<file path="src/rtl/game_sequencer.sv">
// game_sequencer: central controller for the T-Rex VGA game.
// Owns the game FSM (idle / run / dead), the scroll-speed ramp (dx) and the
// obstacle spawn scheduler, which talks to the obstacles block over a
// req/ack handshake. A free-running 16-bit Galois LFSR supplies the random
// spawn gap and obstacle type.
//
// Ports:
//   clk_i          system clock, single domain
//   rst_i          synchronous active-high reset
//   frame_tick_i   one-clk pulse per video frame
//   jump_i         debounced jump button (level)
//   collide_i      dino/obstacle overlap (level)
//   spawn_ack_i    obstacles block accepted the pending spawn
//   game_state_o   00 IDLE, 01 RUN, 10 DEAD
//   dx_o           current scroll speed, pixels/frame
//   spawn_req_o    spawn request, held until acknowledged
//   spawn_type_o   0 small cactus, 1 large cactus, 2 cactus group, 3 bird
//   score_en_o     score counter enable (high in RUN)
//   freeze_o       stops ground/obstacle motion (high outside RUN)
//
// State | meaning
// IDLE  | waiting for a jump press to start a run
// RUN   | game in progress: speed ramp and spawn scheduling active
// DEAD  | collision happened; restart accepted after DEAD_HOLD frames

module game_sequencer #(
    parameter int          DX_INIT     = 5,
    parameter int          DX_MAX      = 12,
    parameter int          RAMP_FRAMES = 600,
    parameter int          GAP_MIN     = 40,
    parameter int          GAP_MASK    = 63,
    parameter int          DEAD_HOLD   = 30,
    parameter logic [15:0] LFSR_SEED   = 16'hACE1
) (
    input  logic       clk_i,
    input  logic       rst_i,
    input  logic       frame_tick_i,
    input  logic       jump_i,
    input  logic       collide_i,
    input  logic       spawn_ack_i,
    output logic [1:0] game_state_o,
    output logic [3:0] dx_o,
    output logic       spawn_req_o,
    output logic [1:0] spawn_type_o,
    output logic       score_en_o,
    output logic       freeze_o
);

    localparam logic [1:0] ST_IDLE = 2'b00;
    localparam logic [1:0] ST_RUN  = 2'b01;
    localparam logic [1:0] ST_DEAD = 2'b10;

    localparam logic [3:0]  DX_INIT_C   = 4'(DX_INIT);
    localparam logic [3:0]  DX_MAX_C    = 4'(DX_MAX);
    localparam logic [9:0]  RAMP_LAST_C = 10'(RAMP_FRAMES - 1);
    localparam logic [7:0]  GAP_MIN_C   = 8'(GAP_MIN);
    localparam logic [7:0]  GAP_MASK_C  = 8'(GAP_MASK);
    localparam logic [5:0]  DEAD_HOLD_C = 6'(DEAD_HOLD);
    localparam logic [15:0] LFSR_TAPS   = 16'hB400;

    logic [1:0]  state_q, state_d;
    logic [3:0]  dx_q, dx_d;
    logic        spawn_req_q, spawn_req_d;
    logic [1:0]  spawn_type_q, spawn_type_d;
    logic        score_en_q, freeze_q;
    logic [15:0] lfsr_q, lfsr_d;
    logic [7:0]  gap_q, gap_d;
    logic [9:0]  ramp_q, ramp_d;
    logic [5:0]  hold_q, hold_d;
    logic        jump_prev_q;

    logic jump_rise;
    logic ack;
    logic illegal;

    assign jump_rise = jump_i & ~jump_prev_q;
    // An ack only counts while a request is actually outstanding.
    assign ack       = spawn_ack_i & spawn_req_q;
    assign illegal   = (state_q == 2'b11);
    assign lfsr_d    = {1'b0, lfsr_q[15:1]} ^ (lfsr_q[0] ? LFSR_TAPS : 16'h0000);

    always_comb begin
        state_d      = state_q;
        dx_d         = dx_q;
        spawn_req_d  = spawn_req_q;
        spawn_type_d = spawn_type_q;
        gap_d        = gap_q;
        ramp_d       = ramp_q;
        hold_d       = hold_q;

        case (state_q)
            ST_IDLE: begin
                if (jump_rise) begin
                    state_d = ST_RUN;
                    dx_d    = DX_INIT_C;
                    ramp_d  = 10'd0;
                    gap_d   = GAP_MIN_C;
                end
            end
            ST_RUN: begin
                if (collide_i) begin
                    // Collision wins over everything else this cycle.
                    state_d     = ST_DEAD;
                    spawn_req_d = 1'b0;
                    hold_d      = 6'd0;
                end else begin
                    if (ack) begin
                        spawn_req_d = 1'b0;
                        gap_d       = GAP_MIN_C + (lfsr_q[7:0] & GAP_MASK_C);
                    end
                    if (frame_tick_i) begin
                        if (ramp_q == RAMP_LAST_C) begin
                            ramp_d = 10'd0;
                            if (dx_q < DX_MAX_C) begin
                                dx_d = dx_q + 4'd1;
                            end
                        end else begin
                            ramp_d = ramp_q + 10'd1;
                        end
                        // Gap is frozen while a request is pending, which also
                        // keeps a freshly reloaded gap from being decremented.
                        if (!spawn_req_q && (gap_q != 8'd0)) begin
                            gap_d = gap_q - 8'd1;
                        end
                    end
                    // Request goes out on the same edge the gap reaches zero.
                    if (!spawn_req_q && (gap_d == 8'd0)) begin
                        spawn_req_d  = 1'b1;
                        spawn_type_d = lfsr_q[1:0];
                    end
                end
            end
            ST_DEAD: begin
                if (frame_tick_i && (hold_q != DEAD_HOLD_C)) begin
                    hold_d = hold_q + 6'd1;
                end
                if (jump_rise && (hold_q == DEAD_HOLD_C)) begin
                    state_d = ST_IDLE;
                    dx_d    = DX_INIT_C;
                end
            end
            default: begin
                state_d = ST_IDLE;
            end
        endcase
    end

    // The unreachable encoding recovers exactly like a reset.
    always_ff @(posedge clk_i) begin
        if (rst_i || illegal) begin
            state_q      <= ST_IDLE;
            dx_q         <= DX_INIT_C;
            spawn_req_q  <= 1'b0;
            spawn_type_q <= 2'd0;
            score_en_q   <= 1'b0;
            freeze_q     <= 1'b1;
            lfsr_q       <= LFSR_SEED;
            gap_q        <= GAP_MIN_C;
            ramp_q       <= 10'd0;
            hold_q       <= 6'd0;
            jump_prev_q  <= 1'b0;
        end else begin
            state_q      <= state_d;
            dx_q         <= dx_d;
            spawn_req_q  <= spawn_req_d;
            spawn_type_q <= spawn_type_d;
            score_en_q   <= (state_d == ST_RUN);
            freeze_q     <= (state_d != ST_RUN);
            lfsr_q       <= lfsr_d;
            gap_q        <= gap_d;
            ramp_q       <= ramp_d;
            hold_q       <= hold_d;
            jump_prev_q  <= jump_i;
        end
    end

    assign game_state_o = state_q;
    assign dx_o         = dx_q;
    assign spawn_req_o  = spawn_req_q;
    assign spawn_type_o = spawn_type_q;
    assign score_en_o   = score_en_q;
    assign freeze_o     = freeze_q;

endmodule
</file>
<file path="config.mk">
export PLATFORM = sky130hd
export DESIGN_NAME = game_sequencer
export DESIGN_NICKNAME = d
export VERILOG_FILES = /design/src/rtl/game_sequencer.sv
export SDC_FILE = /design/constraint.sdc
export NUM_CORES = 1
export LEC_CHECK = 0
export ABC_AREA = 0
export CAP_MARGIN = 20
export CORE_ASPECT_RATIO = 1.25
export CORE_MARGIN = 2
export CORE_UTILIZATION = 60
export DETAILED_ROUTE_END_ITERATION = 8
export DONT_BUFFER_PORTS = 1
export PLACE_DENSITY = 0.84
export SYNTH_ARGS = -nofsm -noshare
export SYNTH_HDL_FRONTEND = slang
export SYNTH_SLANG_ARGS = --single-unit
</file>
<file path="constraint.sdc">
create_clock -name clk_i -period 3.9 [get_ports clk_i]
set_input_delay 0.78 -clock clk_i [delete_from_list [all_inputs] [get_ports clk_i]]
set_output_delay 0.78 -clock clk_i [all_outputs]
set_load 0.005 [all_outputs]
</file>
# After elaboration in Yosys (flattened, before gate mapping)
# Cells that the tools add are included.
[totals] ff_bits=52 in_bits=6 elab_cells=88
[op_classes] addsub=5 magnitude_cmp=1 n_eq_ne=16 n_mux=31 bitwise=5 n_reduce_logical=19
[op_table] cell="8-bit two-way mux" count=7
[op_table] cell="10-bit two-way mux" count=4
[op_table] cell="4-bit two-way mux" count=6
[op_table] cell="10-bit case mux with 2 select lines" count=1
[op_table] cell="16-bit two-way mux" count=1
[op_table] cell="2-bit inequality test (second input constant)" count=8
[op_table] cell="8-bit case mux with 2 select lines" count=1
[op_table] cell="15-bit by 16-bit bitwise XOR with 16-bit output" count=1
[op_table] cell="6-bit two-way mux" count=2
[op_table] cell="4-bit case mux with 3 select lines" count=1
[op_table] cell="6-bit case mux with 2 select lines" count=1
[op_table] cell="10-bit by 1-bit adder with 10-bit output (second input constant)" count=1
[op_table] cell="10-bit equality test (second input constant)" count=1
[op_table] cell="3-bit AND reduction" count=3
[op_table] cell="8-bit zero test" count=1
[op_table] cell="8-bit nonzero test" count=1
[op_table] cell="8-bit by 1-bit subtractor with 8-bit output (second input constant)" count=1
[op_table] cell="6-bit by 6-bit adder with 7-bit output (first input constant)" count=1
[op_table] cell="7-bit AND reduction" count=1
[op_table] cell="6-bit by 1-bit adder with 6-bit output (second input constant)" count=1
[op_table] cell="6-bit by 5-bit equality test with 1-bit output (second input constant)" count=1
[op_table] cell="2-bit two-way mux" count=3
[op_table] cell="6-bit by 5-bit inequality test with 1-bit output (second input constant)" count=1
[op_table] cell="2-bit case mux with 3 select lines" count=1
[op_table] cell="16 further kinds" count=27

# Depth between registers and ports, before layout
[depth] word_depth=10 ltp_mapped=9

# Worst setup path before layout
# No wires, ideal clock.
[synth_timing] kind="input to register" from="input frame_tick_i" to="register spawn_type_q[0], in the netlist spawn_type_o[0]" setup_ps=118 arrival_ps=2310 slack_ps=1472 cell_stages=6 n_path_buf=0 cell_sequence="nor2b_1 -> o31ai_2 -> a221oi_1 -> o211ai_1 -> or4_4 -> mux2i_1"
[synth_via] elab_chain_len=6
[synth_rtl] item="start, declared" line_no="37" source="input logic frame_tick_i,"
[synth_rtl] item="8-bit two-way mux" line_no="111" source="if (frame_tick_i) begin"
[synth_rtl] item="8-bit two-way mux" line_no="101" source="if (collide_i) begin"
[synth_rtl] item="8-bit two-way mux" line_no="91" source="case (state_q)"
[synth_rtl] item="8-bit zero test" line_no="127" source="if (!spawn_req_q && (gap_d == 8'd0)) begin"
[synth_rtl] item="1-bit logical AND" line_no="127"
[synth_rtl] item="3-bit AND reduction (no source line)"
[synth_rtl] item="end signal, assigned" line_no="166" source="spawn_type_q <= spawn_type_d;"
[synth_rtl] item="end, declared" line_no="64" source="logic [1:0] spawn_type_q, spawn_type_d;"
# Every way passes these cells. The select of a mux whose other input is x is not followed.
# A chain may end at the register's enable or synchronous reset.

# Worst setup path after layout
[layout_timing] from="register gap_q[2]" to="register spawn_type_q[0], in the netlist spawn_type_o[0]"
[layout_via] elab_chain_len=9 elab_cells_between_ends=11 cone_classes="add/sub: 1; mux: 5; reduce/logical: 5"
[layout_rtl] item="start, declared" line_no="67" source="logic [7:0] gap_q, gap_d;"
[layout_rtl] item="start signal, assigned" line_no="170" source="gap_q <= gap_d;"
[layout_rtl] item="branches (longest 3 deep; another with 8-bit by 1-bit subtractor with 8-bit output)"
[layout_rtl] item="8-bit two-way mux (*)" line_no="111"
[layout_rtl] item="8-bit two-way mux (*)" line_no="101"
[layout_rtl] item="8-bit two-way mux (*)" line_no="91"
[layout_rtl] item="8-bit zero test (*)" line_no="127"
[layout_rtl] item="1-bit logical AND (*)" line_no="127"
[layout_rtl] item="3-bit AND reduction (no source line) (*)"
# Mark *: on every way between the ends. The select of a mux whose other input is x is not followed.

==> impl_metrics.toml <==
[global_route]
grt_usage_pct = 22.7
grt_max_degree = 26
grt_overflow = 0
grt_pass1_wl_mm = 8.27
first_global_vias = 1878
antenna_found_initial = 0

[clock_network]
cts_root_buf = "clkbuf_8"
clk_path_buf_depth = 2
post_cts_buffers = 0
htreeDepth = 2
clock-sinks = 52
cts_tree = "done"
clk_pin_slew_ns = 0.10
clk_latency_ns = 0.31
cts-hold-fix-buffers = 0
numCtsBuffers = 5
cts_resized = 0

[drt]
drt_iter0_drc = 165
viasPerCell = 6.01
drc_errors = 0
ant_nets = 0
drt-total-wl_mm = 5.07
wl_per_cell_um = 14.8
dr.pass1.iters = 4
vias = 2054

[placed_design]
dp_slack_ns = 1.22
routabilityCongestion = 0.991
io_buffers = 0
dpl.hpwl_mm = 3.56

[finish]
diodes = 0
multi_input_area_um2 = 1390
seqCellArea_um2 = 1040
nNetsFinal = 298
area_delta_synth_final_pct = 4.59
drive_gt1_share_pct = 6.29
nFillCells = 344

[power_and_ir_drop]
power_density_nw_per_um2 = 372
vdd_drop_max_v = 0.000204
p_leak_uw = 0.000975

[worst_setup_path]
crit_required_ns = 4.13
worstSetupPathType = "flop to flop"
cp-end-kind = "flop"
path_max_fanout = 11
arrival_ns = 2.81
crit_path_start_kind = "flop"

[yosys]
synthesis.area_um2 = 2510
yosysSeqAreaShare_pct = 41.5
netlist-cell-type-count = 54
synth_area_leaders = "dfxtp_1 42%, nor2_1 5.1%, xor2_1 4.5%"
synth_cells = 288
yosysMostFrequentCell = "dfxtp_1"
synth_top_cells_by_count = "52 x dfxtp_1, 34 x nor2_1, 24 x nand2_1, 18 x a21oi_1"
async_flop_share_pct = 0
synth.top_cell.area_share_pct = 41.5
synth_edf_count = 0
synthFlopType = "dfxtp_1"
yosys.area.top_type = "dfxtp_1"
ys_seq_elements = 52
yosysWarningCount = 0
syn_area_per_cell_um2 = 8.71
syn_nets = 301

[floorplan]
io_pins = 17
rows = 26
die_area_um2 = 4720
die_x_um = 61.8
die_height_um = 76.3
fp.coreArea_um2 = 4070
start_util_pct = 61.7

[job]
cap_violations = 0

[timing]
hold_ws_ns = 0.417
finalCritPeriodShare_pct = 66.2
worst_pin_slew_ns = 0.658
setup_tns_ns = 0
rsz0062_at_grt = "no"
layout_setup_ws_ns = 1.32
setup-violations-final = 0
hold_viol = 0
slew_violations = 0
relSlewSlack_pct = 55.8
maxClockFrequency_ghz = 0.387
final.min_clock_period_ns = 2.58
clock_skew_ns = 0.00830

[outcome]
status = "finished, final reports clean"

[worst_hold_path]
hold_class = "flop to flop"
-- layout by cell type, fill, tap and decap left out, types with 6 or more instances in the layout --
cell type / Yosys / final
a21oi_1: 18 / 18
and2_1: 11 / 11
dfxtp_1: 52 / 52
ha_1: 7 / 7
inv_1: 6 / 6
mux2i_1: 6 / 6
nand2_1: 24 / 24
nand2b_1: 13 / 13
nand4_1: 8 / 8
nor2_1: 34 / 34
o21ai_0: 11 / 11
xnor2_1: 7 / 7
xor2_1: 13 / 13
-- layout make-up --
class | count | area share, %
clock buffers | 5 | 2.62
clock inverters | 3 | 0.811
inverters | 6 | 0.859
multi-input cells | 219 | 53.1
flip-flops and latches | 52 | 39.7
well taps | 56 | 2.67
repair buffers | 1 | 0.286
-- stage by stage --
stage | instance area (um2) | total power [uW] | cells | utilization [%]
finish | 2620 | 976 | 342 | 64.5
detailed placement | 2530 | 678 | 334 | 62.3
floorplan | 2510 | 656 | 288 | -
global route | 2620 | 1010 | 342 | 64.5
global placement | 2530 | 675 | 334 | 62.3
CTS | 2620 | 978 | 342 | 64.5
-- registers in the layout (all words and copies together), names as in the netlist --
| register | flops |
|---|---|
| score_en_o | 1 |
| dx_o | 4 |
| spawn_type_o | 2 |
| lfsr_q | 16 |
| ramp_q | 10 |
| gap_q | 8 |
| spawn_req_o | 1 |
| freeze_o | 1 |
| hold_q | 6 |
| game_state_o | 2 |
| jump_prev_q | 1 |
-- cell families after synthesis --
group | Yosys count | synth area share [%]
fa+ha+maj | 7 | 3.49
compound gates | 60 | 16.1
simple gates | 125 | 26.0
buf+inv | 17 | 2.99
flops | 52 | 41.5
xor+xnor | 20 | 6.99
mux | 7 | 2.84
-- power by group --
part           total (uW)  internal, uW  switching, uW
Sequential            571           551           19.6
Clock                 309           128            182
Combinational        96.0          40.7           55.3
-- worst paths after layout --
kind | slack, ns | to | startpoint | cells past startpoint
min | 0.42 | lfsr_q[5]$_SDFF_PP1_ | lfsr_q[6]$_SDFF_PP1_ | 1
min reg2reg | 0.42 | lfsr_q[5]$_SDFF_PP1_ | lfsr_q[6]$_SDFF_PP1_ | 1
max reg2reg | 1.32 | spawn_type_o[0]$_SDFFE_PP0P_ | gap_q[2]$_SDFFE_PP0P_ | 6
max | 1.32 | spawn_type_o[0]$_SDFFE_PP0P_ | gap_q[2]$_SDFFE_PP0P_ | 6
-- worst max-delay path, stage by stage (launching register included) --
cell and delay [ns]:
dfxtp_1 0.43, or4_4 0.61, o311a_2 0.34, a221oi_1 0.27
o211ai_1 0.16, or4_4 0.47, mux2i_1 0.21
-- metal layers --
layer,track usage [%],wire length [um]
met1,29.5,2200
met2,34.1,2450
met3,6.11,281
met4,10.6,140
met5,0,0
No activity file was read; power rests on OpenSTA's default activity.
